<file path="config.mk">
export PLATFORM = sky130hd
export DESIGN_NAME = dmac_iochannel_mc
export DESIGN_NICKNAME = d
export VERILOG_FILES = /design/src/rtl/dmac_iochannel_mc_pkg.sv /design/src/rtl/dmac_iochannel_mc_fifo.sv /design/src/rtl/dmac_iochannel_mc.sv
export SDC_FILE = /design/constraint.sdc
export NUM_CORES = 2
export LEC_CHECK = 0
export BUFFER_PORTS_ARGS = -buffer_cell sky130_fd_sc_hd__buf_2
export CORE_MARGIN = 10
export CORE_UTILIZATION = 46
export DETAILED_ROUTE_END_ITERATION = 6
export GPL_TIMING_DRIVEN = 0
export PLACE_DENSITY = 0.6
export SLEW_MARGIN = 5
export SYNTH_ARGS = -nofsm -noshare
export SYNTH_HDL_FRONTEND = slang
export SYNTH_HIERARCHICAL = 1
export SYNTH_SLANG_ARGS = --single-unit
</file>
<file path="constraint.sdc">
create_clock -name ACLK -period 6.65 [get_ports ACLK]
set_input_delay 0.665 -clock ACLK [delete_from_list [all_inputs] [get_ports ACLK]]
set_output_delay 0.665 -clock ACLK [all_outputs]
set_load 0.02 [all_outputs]
</file>
<file path="src/rtl/dmac_iochannel_mc_pkg.sv">
// Shared types and constants for the DMA I/O channel bridge.
package dmac_iochannel_mc_pkg;

  typedef enum logic [1:0] {
    IDLE  = 2'd0,
    WDATA = 2'd1,
    WRESP = 2'd2,
    RDATA = 2'd3
  } state_e;

  localparam logic [1:0] RESP_OKAY   = 2'b00;
  localparam logic [1:0] RESP_SLVERR = 2'b10;
  localparam logic [1:0] RESP_DECERR = 2'b11;

endpackage

</file>
<file path="src/rtl/dmac_iochannel_mc_fifo.sv">
// Synchronous first-word-fall-through FIFO with registered occupancy flags.
module dmac_iochannel_mc_fifo #(
  parameter int W_D    = 32,
  parameter int ADDR_W = 4
) (
  input  logic           clk,
  input  logic           rst_n,
  input  logic           enq,
  input  logic [W_D-1:0] d,
  input  logic           deq,
  output logic [W_D-1:0] q,
  output logic           empty,
  output logic           almost_empty,
  output logic           full,
  output logic           almost_full
);
  localparam int DEPTH = 1 << ADDR_W;
  localparam logic [ADDR_W:0] DEPTH_C    = (ADDR_W + 1)'(DEPTH);
  localparam logic [ADDR_W:0] DEPTH_M1_C = (ADDR_W + 1)'(DEPTH - 1);
  localparam logic [ADDR_W:0] CNT_ONE    = (ADDR_W + 1)'(1);

  logic [W_D-1:0]    mem [DEPTH];
  logic [ADDR_W-1:0] wr_ptr_q, wr_ptr_d, rd_ptr_q, rd_ptr_d;
  logic [ADDR_W:0]   count_q, count_d;
  logic              empty_q, almost_empty_q, full_q, almost_full_q;
  logic              enq_ok, deq_ok;

  // Accept enq only when not full and deq only when not empty; the other
  // side of a simultaneous pair still goes ahead on its own.
  always_comb begin
    enq_ok   = enq && !full_q;
    deq_ok   = deq && !empty_q;
    wr_ptr_d = enq_ok ? wr_ptr_q + ADDR_W'(1) : wr_ptr_q;
    rd_ptr_d = deq_ok ? rd_ptr_q + ADDR_W'(1) : rd_ptr_q;
    count_d  = count_q;
    if (enq_ok && !deq_ok)      count_d = count_q + CNT_ONE;
    else if (!enq_ok && deq_ok) count_d = count_q - CNT_ONE;
  end

  // Pointers, count and flags; flags are computed from the next count so they
  // line up with the count register on every edge.
  always_ff @(posedge clk or negedge rst_n) begin
    if (!rst_n) begin
      wr_ptr_q       <= '0;
      rd_ptr_q       <= '0;
      count_q        <= '0;
      empty_q        <= 1'b1;
      almost_empty_q <= 1'b1;
      full_q         <= 1'b0;
      almost_full_q  <= 1'b0;
    end else begin
      wr_ptr_q       <= wr_ptr_d;
      rd_ptr_q       <= rd_ptr_d;
      count_q        <= count_d;
      empty_q        <= (count_d == '0);
      almost_empty_q <= (count_d <= CNT_ONE);
      full_q         <= (count_d == DEPTH_C);
      almost_full_q  <= (count_d >= DEPTH_M1_C);
    end
  end

  // Storage array; no reset so it maps onto memory primitives.
  always_ff @(posedge clk) begin
    if (enq_ok) mem[wr_ptr_q] <= d;
  end

  assign q            = mem[rd_ptr_q];
  assign empty        = empty_q;
  assign almost_empty = almost_empty_q;
  assign full         = full_q;
  assign almost_full  = almost_full_q;

endmodule

</file>
<file path="src/rtl/dmac_iochannel_mc.sv">
// Bus-to-user DMA I/O bridge: one outstanding burst steered into per-channel FIFOs.
module dmac_iochannel_mc
  import dmac_iochannel_mc_pkg::*;
#(
  parameter int W_D             = 32,
  parameter int W_EXT_A         = 32,
  parameter int W_BLEN          = 8,
  parameter int NUM_CH          = 4,
  parameter int W_CH            = $clog2(NUM_CH),
  parameter int CH_LSB          = 12,
  parameter int FIFO_ADDR_WIDTH = 4
) (
  input  logic                  ACLK,
  input  logic                  ARESETN,
  input  logic                  awvalid,
  input  logic [W_EXT_A-1:0]    awaddr,
  input  logic [W_BLEN-1:0]     awlen,
  output logic                  awready,
  input  logic                  wvalid,
  input  logic [W_D-1:0]        wdata,
  input  logic                  wlast,
  output logic                  wready,
  output logic                  bvalid,
  output logic [1:0]            bresp,
  input  logic                  bready,
  input  logic                  arvalid,
  input  logic [W_EXT_A-1:0]    araddr,
  input  logic [W_BLEN-1:0]     arlen,
  output logic                  arready,
  output logic                  rvalid,
  output logic [W_D-1:0]        rdata,
  output logic [1:0]            rresp,
  output logic                  rlast,
  input  logic                  rready,
  input  logic [NUM_CH-1:0]     coram_deq,
  output logic [NUM_CH*W_D-1:0] coram_q,
  output logic [NUM_CH-1:0]     coram_empty,
  output logic [NUM_CH-1:0]     coram_almost_empty,
  input  logic [NUM_CH-1:0]     coram_enq,
  input  logic [NUM_CH*W_D-1:0] coram_d,
  output logic [NUM_CH-1:0]     coram_full,
  output logic [NUM_CH-1:0]     coram_almost_full
);
  localparam logic [W_BLEN:0] BEAT_ONE = (W_BLEN + 1)'(1);

  logic [1:0]              rst_sync_q;
  logic                    rst_n;
  state_e                  state_q, state_d;
  logic [W_CH-1:0]         ch_q, ch_d;
  logic                    dec_q, dec_d;
  logic [W_BLEN:0]         remain_q, remain_d;
  logic                    werr_q, werr_d;
  logic                    awready_q, awready_d;
  logic                    bvalid_q, bvalid_d;
  logic [1:0]              bresp_q, bresp_d;
  logic                    aw_dec, ar_dec;
  logic                    aw_fire, ar_fire, w_fire, r_fire, b_fire;
  logic [NUM_CH-1:0]       wf_full, wf_almost_full, wf_enq;
  logic [NUM_CH-1:0]       rf_empty, rf_almost_empty, rf_deq;
  logic [NUM_CH-1:0][W_D-1:0] rf_q;
  logic                    unused_bits;

  // Reset asserts immediately and releases two clocks after ARESETN rises.
  always_ff @(posedge ACLK or negedge ARESETN) begin
    if (!ARESETN) rst_sync_q <= 2'b00;
    else          rst_sync_q <= {rst_sync_q[0], 1'b1};
  end
  assign rst_n = rst_sync_q[1];

  assign aw_dec  = |awaddr[W_EXT_A-1:W_CH+CH_LSB];
  assign ar_dec  = |araddr[W_EXT_A-1:W_CH+CH_LSB];
  assign arready = awready_q && !awvalid;
  assign awready = awready_q;
  assign bvalid  = bvalid_q;
  assign bresp   = bresp_q;
  assign wready  = (state_q == WDATA) && (dec_q || !wf_full[ch_q]);
  assign rvalid  = (state_q == RDATA) && (dec_q || !rf_empty[ch_q]);
  assign rdata   = ((state_q == RDATA) && !dec_q) ? rf_q[ch_q] : '0;
  assign rresp   = ((state_q == RDATA) && dec_q) ? RESP_DECERR : RESP_OKAY;
  assign rlast   = (state_q == RDATA) && (remain_q == BEAT_ONE);
  assign aw_fire = awvalid && awready_q;
  assign ar_fire = arvalid && arready;
  assign w_fire  = wvalid && wready;
  assign r_fire  = rvalid && rready;
  assign b_fire  = bvalid_q && bready;

  // Next-state logic: latch burst context on address handshakes, count beats.
  always_comb begin
    state_d  = state_q;
    ch_d     = ch_q;
    dec_d    = dec_q;
    remain_d = remain_q;
    werr_d   = werr_q;
    bresp_d  = bresp_q;
    unique case (state_q)
      IDLE: begin
        if (aw_fire) begin
          ch_d     = awaddr[CH_LSB +: W_CH];
          dec_d    = aw_dec;
          remain_d = {1'b0, awlen} + BEAT_ONE;
          werr_d   = 1'b0;
          state_d  = WDATA;
        end else if (ar_fire) begin
          ch_d     = araddr[CH_LSB +: W_CH];
          dec_d    = ar_dec;
          remain_d = {1'b0, arlen} + BEAT_ONE;
          state_d  = RDATA;
        end
      end
      WDATA: begin
        if (w_fire) begin
          remain_d = remain_q - BEAT_ONE;
          if (wlast != (remain_q == BEAT_ONE)) werr_d = 1'b1;
          if (remain_q == BEAT_ONE) begin
            state_d = WRESP;
            bresp_d = dec_q ? RESP_DECERR : (werr_d ? RESP_SLVERR : RESP_OKAY);
          end
        end
      end
      WRESP: begin
        if (b_fire) begin
          state_d = IDLE;
          bresp_d = RESP_OKAY;
        end
      end
      RDATA: begin
        if (r_fire) begin
          remain_d = remain_q - BEAT_ONE;
          if (remain_q == BEAT_ONE) state_d = IDLE;
        end
      end
      default: state_d = IDLE;
    endcase
    awready_d = (state_d == IDLE);
    bvalid_d  = (state_d == WRESP);
  end

  // State and registered handshake outputs.
  always_ff @(posedge ACLK or negedge rst_n) begin
    if (!rst_n) begin
      state_q   <= IDLE;
      ch_q      <= '0;
      dec_q     <= 1'b0;
      remain_q  <= '0;
      werr_q    <= 1'b0;
      awready_q <= 1'b0;
      bvalid_q  <= 1'b0;
      bresp_q   <= RESP_OKAY;
    end else begin
      state_q   <= state_d;
      ch_q      <= ch_d;
      dec_q     <= dec_d;
      remain_q  <= remain_d;
      werr_q    <= werr_d;
      awready_q <= awready_d;
      bvalid_q  <= bvalid_d;
      bresp_q   <= bresp_d;
    end
  end

  // One write FIFO (bus->user) and one read FIFO (user->bus) per channel.
  generate
    for (genvar gi = 0; gi < NUM_CH; gi++) begin : g_ch
      assign wf_enq[gi] = w_fire && !dec_q && (ch_q == W_CH'(gi));
      assign rf_deq[gi] = r_fire && !dec_q && (ch_q == W_CH'(gi));

      dmac_iochannel_mc_fifo #(.W_D(W_D), .ADDR_W(FIFO_ADDR_WIDTH)) u_wfifo (
        .clk          (ACLK),
        .rst_n        (rst_n),
        .enq          (wf_enq[gi]),
        .d            (wdata),
        .deq          (coram_deq[gi]),
        .q            (coram_q[gi*W_D +: W_D]),
        .empty        (coram_empty[gi]),
        .almost_empty (coram_almost_empty[gi]),
        .full         (wf_full[gi]),
        .almost_full  (wf_almost_full[gi])
      );

      dmac_iochannel_mc_fifo #(.W_D(W_D), .ADDR_W(FIFO_ADDR_WIDTH)) u_rfifo (
        .clk          (ACLK),
        .rst_n        (rst_n),
        .enq          (coram_enq[gi]),
        .d            (coram_d[gi*W_D +: W_D]),
        .deq          (rf_deq[gi]),
        .q            (rf_q[gi]),
        .empty        (rf_empty[gi]),
        .almost_empty (rf_almost_empty[gi]),
        .full         (coram_full[gi]),
        .almost_full  (coram_almost_full[gi])
      );
    end
  endgenerate

  // Flags and in-page address bits that nothing downstream needs.
  assign unused_bits = &{1'b0, wf_almost_full, rf_almost_empty,
                         awaddr[CH_LSB-1:0], araddr[CH_LSB-1:0]};

endmodule
</file>
* After elaboration in Yosys (flattened, before gate mapping)
Memory sizes are Yosys's and may differ from the RTL's. Cells that the tools add are included.
Storage, ports and cells: memories kept 8, register bits 149, word-level logic and storage cells 313, input port bits 256, bits in writable memories 4096, output and inout port bits 186
Cells by class: muxes and demuxes 69, equality and inequality tests 23, add/subtract/negate cells 35, reductions and logical operators 112, magnitude comparators 9
Memories:
- g_ch[0].u_rfifo.mem | words 16, bits a word 32, read ports 1, clocked after Yosys merged registers in 0, write ports 1, RTL line dmac_iochannel_mc_fifo.sv:22 | logic [W_D-1:0] mem [DEPTH];
- g_ch[0].u_wfifo.mem | words 16, bits a word 32, read ports 1, clocked after Yosys merged registers in 0, write ports 1, RTL line dmac_iochannel_mc_fifo.sv:22
- g_ch[1].u_rfifo.mem | words 16, bits a word 32, read ports 1, clocked after Yosys merged registers in 0, write ports 1, RTL line dmac_iochannel_mc_fifo.sv:22
- g_ch[1].u_wfifo.mem | words 16, bits a word 32, read ports 1, clocked after Yosys merged registers in 0, write ports 1, RTL line dmac_iochannel_mc_fifo.sv:22
- g_ch[2].u_rfifo.mem | words 16, bits a word 32, read ports 1, clocked after Yosys merged registers in 0, write ports 1, RTL line dmac_iochannel_mc_fifo.sv:22
- g_ch[2].u_wfifo.mem | words 16, bits a word 32, read ports 1, clocked after Yosys merged registers in 0, write ports 1, RTL line dmac_iochannel_mc_fifo.sv:22
- +2 memories
Operator list (number):
- 2-to-1 mux 5 bit | 16
- adder 4 x 1 -> 4 bit, second input constant | 16
- binary-select mux 32 bit (select 2 bit) | 1
- 2-to-1 mux 32 bit | 2
- logical AND 1 bit | 53
- adder 5 x 1 -> 5 bit, second input constant | 8
- == test 5 bit, second input constant | 8
- zero test 5 bit | 8
- subtractor 5 x 1 -> 5 bit, second input constant | 8
- zero test 1 bit | 36
- 2-to-1 mux 9 bit | 4
- OR reduction 18 bit | 2
- 2-to-1 mux 2 bit | 15
- one-hot mux 9 bit (3 select lines) | 1
- 2-to-1 mux 1 bit | 25
- >= comparator 5 x 4 -> 1 bit, second input constant | 4
- less-or-equal comparator 5 x 1 -> 1 bit, second input constant | 4
- adder 8 x 1 -> 9 bit, second input constant | 2
- == test 2 bit, second input constant | 5
- == test 9 x 1 -> 1 bit, second input constant | 1
- subtractor 9 x 1 -> 9 bit, second input constant | 1
- inequality test 2 bit, second input constant | 4
- one-hot mux 2 bit (4 select lines) | 1
- AND reduction 4 bit | 2
- 14 further kinds | 21

* Depth between registers and ports, before layout
depth after elaboration 14, mapped depth 11

* Hierarchy
The synthesis kept the hierarchy.
Modules (own cells, without submodules):
- dmac_iochannel_mc_fifo at g_ch[0].u_rfifo ... | cells each 804, area an instance 20159.3 µm², sequential area each 15802.7 µm², times used 7
- dmac_iochannel_mc_fifo at g_ch[3].u_wfifo | cells each 806, area an instance 20153.1 µm², sequential area each 15802.7 µm², times used 1
- dmac_iochannel_mc | cells each 286, area an instance 2730.1 µm², sequential area each 525.5 µm², times used 1

* Worst setup path before layout
OpenSTA, ideal clock, no wires.
path kind reg-to-output, start reg g_ch[3].u_rfifo.rd_ptr_q[1], end out rdata[10], path slack 3.521 ns, buffers on the path 2, cell stages (with the launch flop) 7, data required time 5.985 ns, arrival 2.464 ns, cells stage by stage dfrtp_1 clkbuf_1 buf_1 mux4_2 mux4_2 mux4_2 and2_1
RTL lines:
- start, declared | RTL line dmac_iochannel_mc_fifo.sv:23 | logic [ADDR_W-1:0] wr_ptr_q, wr_ptr_d, rd_ptr_q, rd_ptr_d;
- start signal, assigned | RTL line dmac_iochannel_mc_fifo.sv:53 | rd_ptr_q <= rd_ptr_d;
- end, declared | RTL line dmac_iochannel_mc.sv:31 | output logic [W_D-1:0] rdata,

==> out/results.txt <==
Final non-filler cell total: 12,852
YS warnings: 6
Nets@finish: 8,009
Tcrit/Tclk final: 0.822
Maximum fanout along the worst path: 10
Sequential power share: 0.402
Starting Density: 0.461
Measured slew at the worst slew-check pin: 1350 ps
Layout area overhead: 15.3%
Iter 0 DRT Violations: 8,268
Internal power: 54.8 mW
Switching Share: 0.303
Share of cells above drive strength 1: 0.346
Placed insts: 12,004
Post-CTS Hold Buffers: 3
Final Hold Viols: 0
Final WL: 414 mm
Cell Area, Synth: 164,000 um2
DR vias/cell: 5.89
RSZ-0062 raised after global routing: no
Clock buffer depth: 4
Final HPWL DP: 264 mm
Crit. End Element: output pin
Pwr dens: 416 nW/um2
Min-Delay Path Class: in -> reg
Slew margin rel.: 0.102
Fill count: 26,866
Initial antenna violation count: 101
Max capacitance violation total: 0
P_leak: 59.7 nW
Worst VDD drop: 0.343 mV
Die H: 617 um
Combinational power share: 0.295
Core Area: 355,000 um2
Critical Path AT: 4800 ps
Max Fclk: 183 MHz
Status: finished, final reports clean
CTS sink cnt: 4,245
Slew Limit Fails: 0
DRT antenna net count: 0
CTS H-tree depth: 5
Via count: 75,635
Clk_skew: 47.7 ps
Chip Width: 617 um
CP Data Required Time: 5980 ps
DRC viols: 0
Latest clock arrival within the worst-skew pair: 980 ps
All-layer global routing usage: 0.214
Largest net degree at the start of global routing: 65
CTS Buf Count: 431
Post-CTS sizing: 0
Die area: 380,000 um2
Hold Slack: 51.8 ps
Clk pwr share: 0.303
IO Port Bufs: 417
Root Buffer: clkbuf_16
Clock-pin slew on the worst setup and hold paths: 60 ps
Syn avg cell area: 24.4 um2
Drt pass-1 iters: 6
Vias in the first global route: 78,040
Gate Count Post-Synth: 6,704
Tmin final: 5460 ps
Startpoint class of the critical path: flop
Final GP Congestion: 0.770
Final core occ: 0.532
I/O pin count: 442
CP Class: reg -> out
Post-CTS Setup Bufs: 0
WL/cell: 32.2 um
Most frequent cells in the layout: edfxtp_1 (4,096), mux4_2 (1,313), buf_2 (450)
Leading cell type in the layout, fill and taps excluded: edfxtp_1
Syn nets: 7,019
Total congestion overflow: 0
Net switching power: 23.8 mW
CTS tree: built
First-pass GRT wire length: 585 mm
Cell Rows: 219
Setup violators final: 0
[final timing paths]
check                                             from                      endpoint  slack, ps  depth (start not counted)
min in group asynchronous                rst_sync_q[1]   g_ch[2].u_rfifo/rd_ptr_q[0]        230                          0
max                        g_ch[2].u_rfifo/rd_ptr_q[1]                     rdata[30]       1190                          7
max in group asynchronous                rst_sync_q[1]  g_ch[0].u_wfifo/almost_empty       5040                          3
min                                         awaddr[12]                       ch_q[0]         50                          3
max reg2reg                                      dec_q         g_ch[0].u_rfifo/empty       1650                          9
min reg2reg                              rst_sync_q[1]   g_ch[2].u_rfifo/rd_ptr_q[0]        230                          0
[power groups by stage]
stage          clock network, mW  registers [mW]  logic [mW]
2_1_floorplan                  0            32.0        14.9
3_3_place_gp                   0            32.2        23.1
3_5_place_dp                   0            32.2        23.7
4_1_cts                     24.2            31.6        23.8
5_1_grt                     25.4            31.7        24.5
6_report                    23.8            31.6        23.2
[layer usage]
layer | global-route usage | up-vias | wire [um]
met5 | 0 | - | 370
li1 | - | 30896 | -
met1 | 0.279 | 41270 | 158000
met2 | 0.369 | 2752 | 215000
met4 | 0.0669 | 60 | 12700
met3 | 0.0350 | 657 | 27800
[registers in the layout (all words and copies together), names as in the netlist, 9 cells and up]
| name | flops |
|---|---|
| g_ch.u_rfifo/mem | 2048 |
| g_ch.u_wfifo/mem | 2048 |
| g_ch.u_rfifo/count_q | 20 |
| g_ch.u_wfifo/count_q | 20 |
| g_ch.u_rfifo/rd_ptr_q | 16 |
| g_ch.u_rfifo/wr_ptr_q | 16 |
| g_ch.u_wfifo/rd_ptr_q | 16 |
| g_ch.u_wfifo/wr_ptr_q | 16 |
| remain_q | 9 |
[per-stage QoR]
step / area (um2) / setup slack (ps) / total power [mW] / setup TNS (ps)
5_1_grt: 189000 / 1070 / 81.5 / 0
3_5_place_dp: 175000 / 1650 / 55.9 / 0
6_report: 189000 / 1190 / 78.6 / 0
2_1_floorplan: 164000 / 2210 / 46.9 / 0
3_3_place_gp: 172000 / -1510 / 55.3 / -189190
4_1_cts: 189000 / 1090 / 79.7 / 0
[layout make-up]
class                           instances  area [um2]  share of cell area
Buffer                                331        1970              0.0105
Sequential cell                      4245      127000               0.671
Timing Repair Buffer                  557        5020              0.0266
Tap cell                             4751        5940              0.0315
Clock inverter                        268        2590              0.0137
Inverter                               40         150            0.000795
Multi-Input combinational cell       2088       35000               0.185
Clock buffer                          529       11300              0.0598
Antenna cell                           43         108            0.000570
[worst max-delay path, stage by stage, from the launching register on]
cell and delay, ps:
dfrtp_1 440, clkbuf_1 590, clkbuf_1 740, mux4_2 430
mux4_2 570, mux4_2 480, and2_1 340, buf_2 250
No activity file was read; power rests on OpenSTA's default activity.
